`config.mk`:
```
export PLATFORM = sky130hd
export DESIGN_NAME = pc_fetch_ctrl
export DESIGN_NICKNAME = d
export VERILOG_FILES = /design/src/rtl/fetch_pkg.sv /design/src/rtl/fetch_ibuf.sv /design/src/rtl/pc_fetch_ctrl.sv
export SDC_FILE = /design/constraint.sdc
export NUM_CORES = 1
export LEC_CHECK = 0
export CAP_MARGIN = 20
export CORE_MARGIN = 2
export CORE_UTILIZATION = 45
export DETAILED_ROUTE_END_ITERATION = 10
export PLACE_DENSITY_LB_ADDON = 0.05
export SYNTH_ARGS = -nofsm -noshare
export SYNTH_HDL_FRONTEND = slang
export SYNTH_SLANG_ARGS = --single-unit
```
`constraint.sdc`:
```
create_clock -name clk -period 5.2 [get_ports clk]
set_input_delay 0.52 -clock clk [delete_from_list [all_inputs] [get_ports clk]]
set_output_delay 0.52 -clock clk [all_outputs]
set_load 0.1 [all_outputs]
```
`src/rtl/fetch_pkg.sv`:
```
// Shared types and constants for the instruction fetch controller.
`default_nettype none

package fetch_pkg;

  typedef enum logic [1:0] {
    S_REQ  = 2'd0,
    S_RSP  = 2'd1,
    S_DROP = 2'd2
  } fetch_state_t;

  typedef struct packed {
    logic [31:0] pc;
    logic [31:0] instr;
  } ibuf_entry_t;

  localparam logic [31:0] INSTR_BYTES = 32'd4;

endpackage

`default_nettype wire

```
`src/rtl/fetch_ibuf.sv`:
```
// Fetched-instruction FIFO: push/pop/flush, flush dominates; head reads as zero when empty.
`default_nettype none

module fetch_ibuf
  import fetch_pkg::*;
#(
  parameter  int DEPTH = 2,
  localparam int AW    = $clog2(DEPTH)
) (
  input  logic        clk,
  input  logic        rst_n,
  input  logic        push_i,
  input  ibuf_entry_t push_data_i,
  input  logic        pop_i,
  input  logic        flush_i,
  output ibuf_entry_t head_o,
  output logic        full_o,
  output logic        empty_o,
  output logic [AW:0] count_o
);

  ibuf_entry_t   mem_q [DEPTH];
  ibuf_entry_t   mem_d [DEPTH];
  logic [AW-1:0] wr_ptr_q, wr_ptr_d;
  logic [AW-1:0] rd_ptr_q, rd_ptr_d;
  logic [AW:0]   count_q, count_d;
  logic          do_push, do_pop;

  assign full_o  = (count_q == (AW+1)'(DEPTH));
  assign empty_o = (count_q == '0);
  assign count_o = count_q;
  assign do_push = push_i && !full_o;
  assign do_pop  = pop_i && !empty_o;
  assign head_o  = empty_o ? '0 : mem_q[rd_ptr_q];

  always_comb begin
    mem_d    = mem_q;
    wr_ptr_d = wr_ptr_q;
    rd_ptr_d = rd_ptr_q;
    count_d  = count_q;
    if (flush_i) begin
      wr_ptr_d = '0;
      rd_ptr_d = '0;
      count_d  = '0;
    end else begin
      if (do_push) begin
        mem_d[wr_ptr_q] = push_data_i;
        wr_ptr_d        = wr_ptr_q + 1'b1;
      end
      if (do_pop) begin
        rd_ptr_d = rd_ptr_q + 1'b1;
      end
      count_d = count_q + (AW+1)'(do_push) - (AW+1)'(do_pop);
    end
  end

  always_ff @(posedge clk or negedge rst_n) begin
    if (!rst_n) begin
      wr_ptr_q <= '0;
      rd_ptr_q <= '0;
      count_q  <= '0;
    end else begin
      wr_ptr_q <= wr_ptr_d;
      rd_ptr_q <= rd_ptr_d;
      count_q  <= count_d;
    end
  end

  // Storage is pure datapath; the head is masked while empty so it needs no reset.
  always_ff @(posedge clk) begin
    mem_q <= mem_d;
  end

endmodule

`default_nettype wire

```
`src/rtl/pc_fetch_ctrl.sv`:
```
// PC register + single-outstanding instruction fetch with a small decode-side buffer.
// Optional FETCH_MISALIGN_TRAP_EN: misaligned redirect sets sticky fetch_misaligned_o and freezes fetch.
`default_nettype none

module pc_fetch_ctrl
  import fetch_pkg::*;
#(
  parameter logic [31:0] RESET_PC   = 32'h0000_0000,
  parameter int          IBUF_DEPTH = 2
) (
  input  logic        clk,
  input  logic        rst_n,
  input  logic [31:0] next_pc_i,
  input  logic        redirect_i,
  output logic [31:0] pc_plus4_o,
  output logic        imem_req_valid_o,
  input  logic        imem_req_ready_i,
  output logic [31:0] imem_req_addr_o,
  input  logic        imem_rsp_valid_i,
  input  logic [31:0] imem_rsp_data_i,
  output logic        instr_valid_o,
`ifdef FETCH_MISALIGN_TRAP_EN
  output logic        fetch_misaligned_o,
`endif
  input  logic        instr_ready_i,
  output logic [31:0] instr_o,
  output logic [31:0] instr_pc_o
);

  localparam int CW = $clog2(IBUF_DEPTH) + 1;

  fetch_state_t state_q, state_d;
  logic [31:0]  pc_q, pc_d;
  logic [31:0]  req_pc_q, req_pc_d;
  logic         req_hs, push, pop, in_flight;
  logic         ibuf_full, ibuf_empty;
  logic [CW-1:0] ibuf_count;
  ibuf_entry_t  push_data, head;
  logic         redirect_bad, fetch_frozen;

`ifdef FETCH_MISALIGN_TRAP_EN
  logic misaligned_q, misaligned_d;

  assign redirect_bad       = (next_pc_i[1:0] != 2'b00);
  assign fetch_frozen       = misaligned_q;
  assign fetch_misaligned_o = misaligned_q;
  assign misaligned_d       = misaligned_q | (redirect_i & redirect_bad);

  always_ff @(posedge clk or negedge rst_n) begin
    if (!rst_n) misaligned_q <= 1'b0;
    else        misaligned_q <= misaligned_d;
  end
`else
  assign redirect_bad = 1'b0;
  assign fetch_frozen = 1'b0;
`endif

  // Gated by rst_n so no request is presented while reset is held.
  assign imem_req_valid_o = rst_n && (state_q == S_REQ) && !fetch_frozen
                            && (ibuf_count < CW'(IBUF_DEPTH));
  assign imem_req_addr_o  = pc_q;
  assign pc_plus4_o       = pc_q + INSTR_BYTES;
  assign req_hs           = imem_req_valid_o && imem_req_ready_i;

  assign instr_valid_o = !ibuf_empty;
  assign pop           = instr_valid_o && instr_ready_i;
  assign instr_o       = head.instr;
  assign instr_pc_o    = head.pc;
  assign push_data     = '{pc: req_pc_q, instr: imem_rsp_data_i};

  // A request stays in flight past this cycle if it was just accepted or its response has not arrived.
  assign in_flight = req_hs || ((state_q != S_REQ) && !imem_rsp_valid_i);

  always_comb begin
    state_d  = state_q;
    pc_d     = pc_q;
    req_pc_d = req_pc_q;
    push     = 1'b0;
    case (state_q)
      S_REQ: begin
        if (req_hs) begin
          req_pc_d = pc_q;
          pc_d     = pc_q + INSTR_BYTES;
          state_d  = S_RSP;
        end
      end
      S_RSP: begin
        if (imem_rsp_valid_i) begin
          push    = 1'b1;
          state_d = S_REQ;
        end
      end
      S_DROP: begin
        if (imem_rsp_valid_i) state_d = S_REQ;
      end
      default: state_d = S_REQ;
    endcase
    if (redirect_i) begin
      push    = 1'b0;
      pc_d    = redirect_bad ? pc_q : (next_pc_i & ~32'h3);
      state_d = in_flight ? S_DROP : S_REQ;
    end
  end

  always_ff @(posedge clk or negedge rst_n) begin
    if (!rst_n) begin
      state_q  <= S_REQ;
      pc_q     <= RESET_PC;
      req_pc_q <= '0;
    end else begin
      state_q  <= state_d;
      pc_q     <= pc_d;
      req_pc_q <= req_pc_d;
    end
  end

  fetch_ibuf #(
    .DEPTH (IBUF_DEPTH)
  ) u_ibuf (
    .clk         (clk),
    .rst_n       (rst_n),
    .push_i      (push && !ibuf_full),
    .push_data_i (push_data),
    .pop_i       (pop),
    .flush_i     (redirect_i),
    .head_o      (head),
    .full_o      (ibuf_full),
    .empty_o     (ibuf_empty),
    .count_o     (ibuf_count)
  );

endmodule

`default_nettype wire

```
# Word-level counts from Yosys, hierarchy flattened
# Cells that the tools add are included.
# Widths: inputs -> output; s select.
[classes]
n_shift = 0
bitwise_logic = 3
mux = 23
mul = 0
magnitude_cmp = 4
n_eq_ne = 5
reduce_logical = 25
div = 0
n_addsub = 5
[ops]
columns = ["operator", "n"]
rows = [
  ["$mux 64", 5],
  ["$bwmux 128", 1],
  ["$mux 32", 3],
  ["$demux 64 s1", 1],
  ["$add 32x3->32 const B", 1],
  ["$mux 2", 5],
  ["$reduce_bool 2->1", 5],
  ["$logic_and 1x1->1", 9],
  ["$reduce_and 2->1", 4],
  ["$mux 1", 7],
  ["$eq 2x2->1 const B", 2],
  ["$ge 2x2->1 const B", 2],
  ["$logic_not 2->1", 2],
  ["$not 1->2", 2],
  ["$pmux 2 s2", 1],
  ["$logic_not 1->1", 3],
  ["$ne 3x1->1 const B", 1],
  ["$ne 3x3->1 const B", 1],
  ["$add 1x1->1 const B", 2],
  ["$add 2x1->2", 1],
  ["$eq 2x1->1 const B", 1],
  ["$lt 2x1->1 const B", 1],
  ["$lt 2x2->1 const B", 1],
  ["$reduce_or 2->1", 1],
  ["other kinds (3)", 3],
]
[word_totals]
wordCells = 75
memories = 0
ff_bits = 198
rom_bits = 0
latchBits = 0
mem_bits_rw = 0

# Longest topological paths before layout
[depth]
depth_word = 8
ltp_mapped = 8
mapped_depth_nobuf = 8

# Cells and area by module
# A second synthesis with hierarchy kept.
[hier_totals]
cells_unflattened = 736
area_unflattened_um2 = 8760.9
[modules_own_cells]
columns = ["module", "cells_per_inst", "area_per_inst_um2", "seq_area_each_um2", "n_inst"]
rows = [
  ["fetch_ibuf", 294, 5108.6, 3943.8, 1],
  ["pc_fetch_ctrl", 442, 3652.3, 1551.5, 1],
]

# Worst setup path after synthesis
# OpenSTA, ideal clock, no wires.
[synth_timing]
path_kind = "in2reg"
from = "input port redirect_i"
to = "register u_ibuf.mem_q[100] in the netlist's numbering, enable pin"
arrival_time_ps = 5366
path_slack_ps = -725
path_stages = 4
path_cell_list = "clkbuf_1 clkbuf_1 clkbuf_1 nor3_1"
[synth_between]
elab_chain_len = 4
word_cells_on_any_way = 5
cone_classes = "1 x mux; 1 x bitwise; 3 x reduce/logical"
[synth_lines]
columns = ["item", "line", "source"]
rows = [
  ["start, declared", "pc_fetch_ctrl.sv:14", "input logic redirect_i,"],
  ["$mux 1", "pc_fetch_ctrl.sv:98", "if (redirect_i) begin"],
  ["$logic_and 1x1->1", "pc_fetch_ctrl.sv:122", ".push_i (push && !ibuf_full),"],
  ["$logic_and 1x1->1", "fetch_ibuf.sv:32", "assign do_push = push_i && !full_o;"],
  ["$reduce_and 2->1 (no source line) *", "--", ""],
  ["end signal, assigned", "fetch_ibuf.sv:71", "mem_q <= mem_d;"],
  ["end, declared", "fetch_ibuf.sv:22", "ibuf_entry_t mem_q [DEPTH];"],
]
# Every way passes the cells marked *; elsewhere a longest branch is shown, timed or not.
# A chain may end at the register's enable or synchronous reset.

# Worst setup path after layout
[layout_timing]
from = "register pc_q[2], in the netlist imem_req_addr_o[2]"
to = "output port pc_plus4_o[24]"
[layout_between]
elab_chain_len = 1
[layout_lines]
columns = ["item", "line", "source"]
rows = [
  ["start, declared", "pc_fetch_ctrl.sv:33", "logic [31:0] pc_q, pc_d;"],
  ["start signal, assigned", "pc_fetch_ctrl.sv:112", "pc_q <= pc_d;"],
  ["$add 32x3->32", "pc_fetch_ctrl.sv:62", "assign pc_plus4_o = pc_q + INSTR_BYTES;"],
  ["end, declared", "pc_fetch_ctrl.sv:15", "output logic [31:0] pc_plus4_o,"],
]
# Every way passes these cells.

==> reports/summary.json <==
{
  "status": "finished clean",
  "htreeDepth": 4,
  "slew_headroom_pct": 30.4,
  "area_growth_pct": 30.3,
  "ys_dominant_reg_cell": "sky130_fd_sc_hd__edfxtp_1",
  "clockBufferDepth": 2,
  "count_of_cells_resized_by_post_cts_repair": 0,
  "seq_area_frac_synth_pct": 62.4,
  "fin_crit_ps": 4440,
  "initial_utilization_pct": 45.9,
  "clock_sink_total": 190,
  "report.power.total_mw": 6.26,
  "number_of_enable_flip_flop_cells_after_synthesis": 124,
  "use_met3_pct": 4.14,
  "post-route-cell-area_mm2": 0.0112,
  "num-fill-cells": 1508,
  "avgViaCountPerCell": 5.37,
  "post-route-drc-count": 0,
  "critical_path.endpoint": "pc_plus4_o[24]",
  "drt-pass1-iter-count": 5,
  "post-route-period-util_pct": 85.4,
  "ioPinCount": 200,
  "async_reset_ff_share_pct": 34.7,
  "total_routing_usage_reported_by_global_routing_pct": 20.7,
  "finalHoldViolations": 0,
  "r2r_end": "u_ibuf.mem_q[55]",
  "synth.yosys.warnings": 0,
  "global_route.usage.met2_pct": 31.8,
  "routing_usage_on_met1_pct": 29.4,
  "postSynthRegisterBits": 190,
  "dieWidth_um": 142,
  "pre_cts_ws_ps": 1380,
  "source_to_sink_clock_delay_at_the_later_pin_of_the_worst_skew_pair_ps": 430,
  "r2r_cells": 6,
  "place.port_buffers": 191,
  "timing.max_cap.violations": 0,
  "grt_antenna_before_repair": 0,
  "crit_path_max_fanout": 7,
  "clockRootBuffer": "sky130_fd_sc_hd__clkbuf_16",
  "drtAntennaViolNets": 0,
  "largest_vdd_supply_drop_uv": 292,
  "slowest_stage_cell_cp": "sky130_fd_sc_hd__clkdlybuf4s50_1",
  "grt_pass1_wl_um": 32500,
  "finalMaxSlewViolations": 0,
  "postCtsSetupBuffers": 0,
  "worst_ep_required_time_ps": 4680,
  "grt.overflow.total": 0,
  "synth.lib_cells_used.distinct": 50,
  "grt_pass1_vias": 5991,
  "final_net_count": 970,
  "syn-cell-area_mm2": 0.00862,
  "syn-instance-count": 734,
  "routedWlPerCell_um": 17.9,
  "dp.final_hpwl_um": 13600,
  "place_congestion": 0.833,
  "worst_setup_startpoint": "imem_req_addr_o[2]",
  "postCtsHoldBufs": 0,
  "number_of_cts_inserted_buffers": 17,
  "fmax_mhz": 225,
  "num_vias": 6127,
  "core.rowCount": 50,
  "static-leakage-power_nw": 4.05,
  "worst_clock_skew_ps": 9.19,
  "fin_ws_ps": 759,
  "timing_worst_setup_path_type": "reg2out",
  "reg2reg_slack_ps": 2650,
  "drt_first_iter_violations": 341,
  "clk_pin_slew_ps": 70,
  "syn-mean-instance-area_um2": 11.7,
  "floorplan.core_area_mm2": 0.0188,
  "crit_arrival_ps": 3920,
  "cellPowerDensity_mw_per_mm2": 558,
  "holdWs_ps": 91.7,
  "min_path_type": "in2async",
  "die-area_mm2": 0.0203,
  "timing_worst_slew_pin_value_ps": 1040,
  "grt.busiest_layer": "met2",
  "cts_tree": "built",
  "maximum_cell_stage_delay_along_the_critical_path_ps": 1160,
  "fin_setup_tns_ps": 0,
  "startpoint_type": "register",
  "cell_by_cell_trace_of_the_critical_path": "ha_1, nand3_1, nor4_1, nand4_1, xnor2_1, clkdlybuf4s50_1",
  "critPathCaptureType": "output port",
  "layout-drive-gt1-share_pct": 6.06,
  "placement.cell_area_mm2": 0.0106,
  "die_h_um": 142,
  "detail_route.wirelength_um": 20400,
  "antenna_diodes": 0,
  "grt_max_degree": 64,
  "crit_reg_reg_startpoint": "state_q[1]",
  "finalSetupViolCount": 0,
  "grt_setup_unrepaired": "no"
}
final cells by class:
cell class              instances  area, um^2  area share (%)
repair buffers                199        1980            17.6
clock buffers                  20         458            4.08
clock inverters                12         158            1.40
inverters                      10        37.5           0.334
flip-flops and latches        190        5380            47.9
multi-input cells             477        2930            26.1
well taps                     234         293            2.61
Yosys cell counts (4+ instances only):
cell                       number  area share (%)
sky130_fd_sc_hd__inv_1         10            0.44
sky130_fd_sc_hd__or4_1         10            0.87
sky130_fd_sc_hd__edfxtp_1     124              43
sky130_fd_sc_hd__nor3_1         6            0.35
sky130_fd_sc_hd__a31oi_1       13            0.94
sky130_fd_sc_hd__mux2i_1       63             7.3
sky130_fd_sc_hd__ha_1           5            0.73
sky130_fd_sc_hd__and3_1         8            0.58
sky130_fd_sc_hd__buf_2         16            0.93
sky130_fd_sc_hd__o21ai_0       19             1.1
sky130_fd_sc_hd__o31ai_1       11            0.96
sky130_fd_sc_hd__nand4_1       17             1.2
sky130_fd_sc_hd__nor2_1        92             4.0
sky130_fd_sc_hd__xor2_1        16             1.6
sky130_fd_sc_hd__xnor2_1       28             2.8
sky130_fd_sc_hd__nand3_1       21             1.2
sky130_fd_sc_hd__nand2_1      112             4.9
sky130_fd_sc_hd__nor4_1         6            0.44
sky130_fd_sc_hd__dfrtp_1       66              19
sky130_fd_sc_hd__clkbuf_1      23             1.0
sky130_fd_sc_hd__or3_1          4            0.29
sky130_fd_sc_hd__and4_1         8            0.81
sky130_fd_sc_hd__buf_1          6            0.26
sky130_fd_sc_hd__buf_4         14             1.2
how the worst min path moves through the flow:
stage,start,end,slack (ps),depth (start not counted)
2_1_floorplan,rst_n,imem_req_addr_o[10],220,0
3_3_place_gp,req_pc_q[7],u_ibuf.mem_q[39],450,0
3_5_place_dp,req_pc_q[25],u_ibuf.mem_q[57],460,0
4_1_cts,rst_n,req_pc_q[4],100,1
5_1_grt,rst_n,req_pc_q[4],120,1
6_report,rst_n,req_pc_q[4],90,1
routing by layer:
| layer | vias up | part of all wire (%) |
|---|---|---|
| li1 | 2919 | - |
| met1 | 2914 | 45 |
| met2 | 264 | 46 |
| met3 | 30 | 7.2 |
| met4 | 0 | 1.9 |
| met5 | - | 0 |
registers in the layout (all words and copies together) (netlist names):
name	flops
imem_req_addr_o	30
req_pc_q	30
state_q	2
u_ibuf.count_o	2
u_ibuf.mem_q	124
u_ibuf.rd_ptr_q	1
u_ibuf.wr_ptr_q	1
worst max-delay path: cells and delay by family (launching register included):
| kind | cells | cell delay [ps] |
|---|---|---|
| AND/OR/NAND/NOR | 3 | 1410 |
| buffers and inverters | 1 | 1160 |
| flip-flops | 1 | 460 |
| XOR/XNOR | 1 | 200 |
| adder cells (fa/ha/maj) | 1 | 270 |
report_power, final:
part	switching (mW)	internal, mW	total (mW)	leakage (nW)
sequential	0.232	1.86	2.09	1.93
clock	0.555	0.789	1.34	0.293
combinational	2.13	0.694	2.83	1.83
total	2.92	3.35	6.26	4.05
placed cells by master, fill, tap and decap left out, drive strengths merged, types with 19 or more instances in the layout:
| master | Yosys | final |
|---|---|---|
| nand2 | 112 | 112 |
| nand3 | 24 | 24 |
| edfxtp | 124 | 124 |
| mux2i | 63 | 63 |
| dfrtp | 66 | 66 |
| xnor2 | 28 | 28 |
| nor2 | 92 | 92 |
| clkdlybuf4s50 | 0 | 190 |
| nand4 | 20 | 20 |
| o21ai | 19 | 19 |
| clkbuf | 25 | 20 |
cells by family (layout without fill, tap and decap cells):
kind of cell	Yosys count	in the layout	share of synthesized area, %
and+or+nand+nor	306	306	17.0
DFF	190	190	62.4
buffers and inverters	72	241	4.12
muxes	63	63	7.32
AOI/OAI and AO/OA	53	53	3.92
xor gates and xnor gates	44	44	4.47
adders and majority gates	5	5	0.726
other	1	6	0.0435
stage by stage:
stage / util, % / cells
finish: 59.9 / 1142
global route: 59.9 / 1142
CTS: 59.7 / 1141
detailed placement: 56.5 / 1109
global placement: 56.5 / 1109
floorplan: - / 739
(Power assumes the default switching activity.)
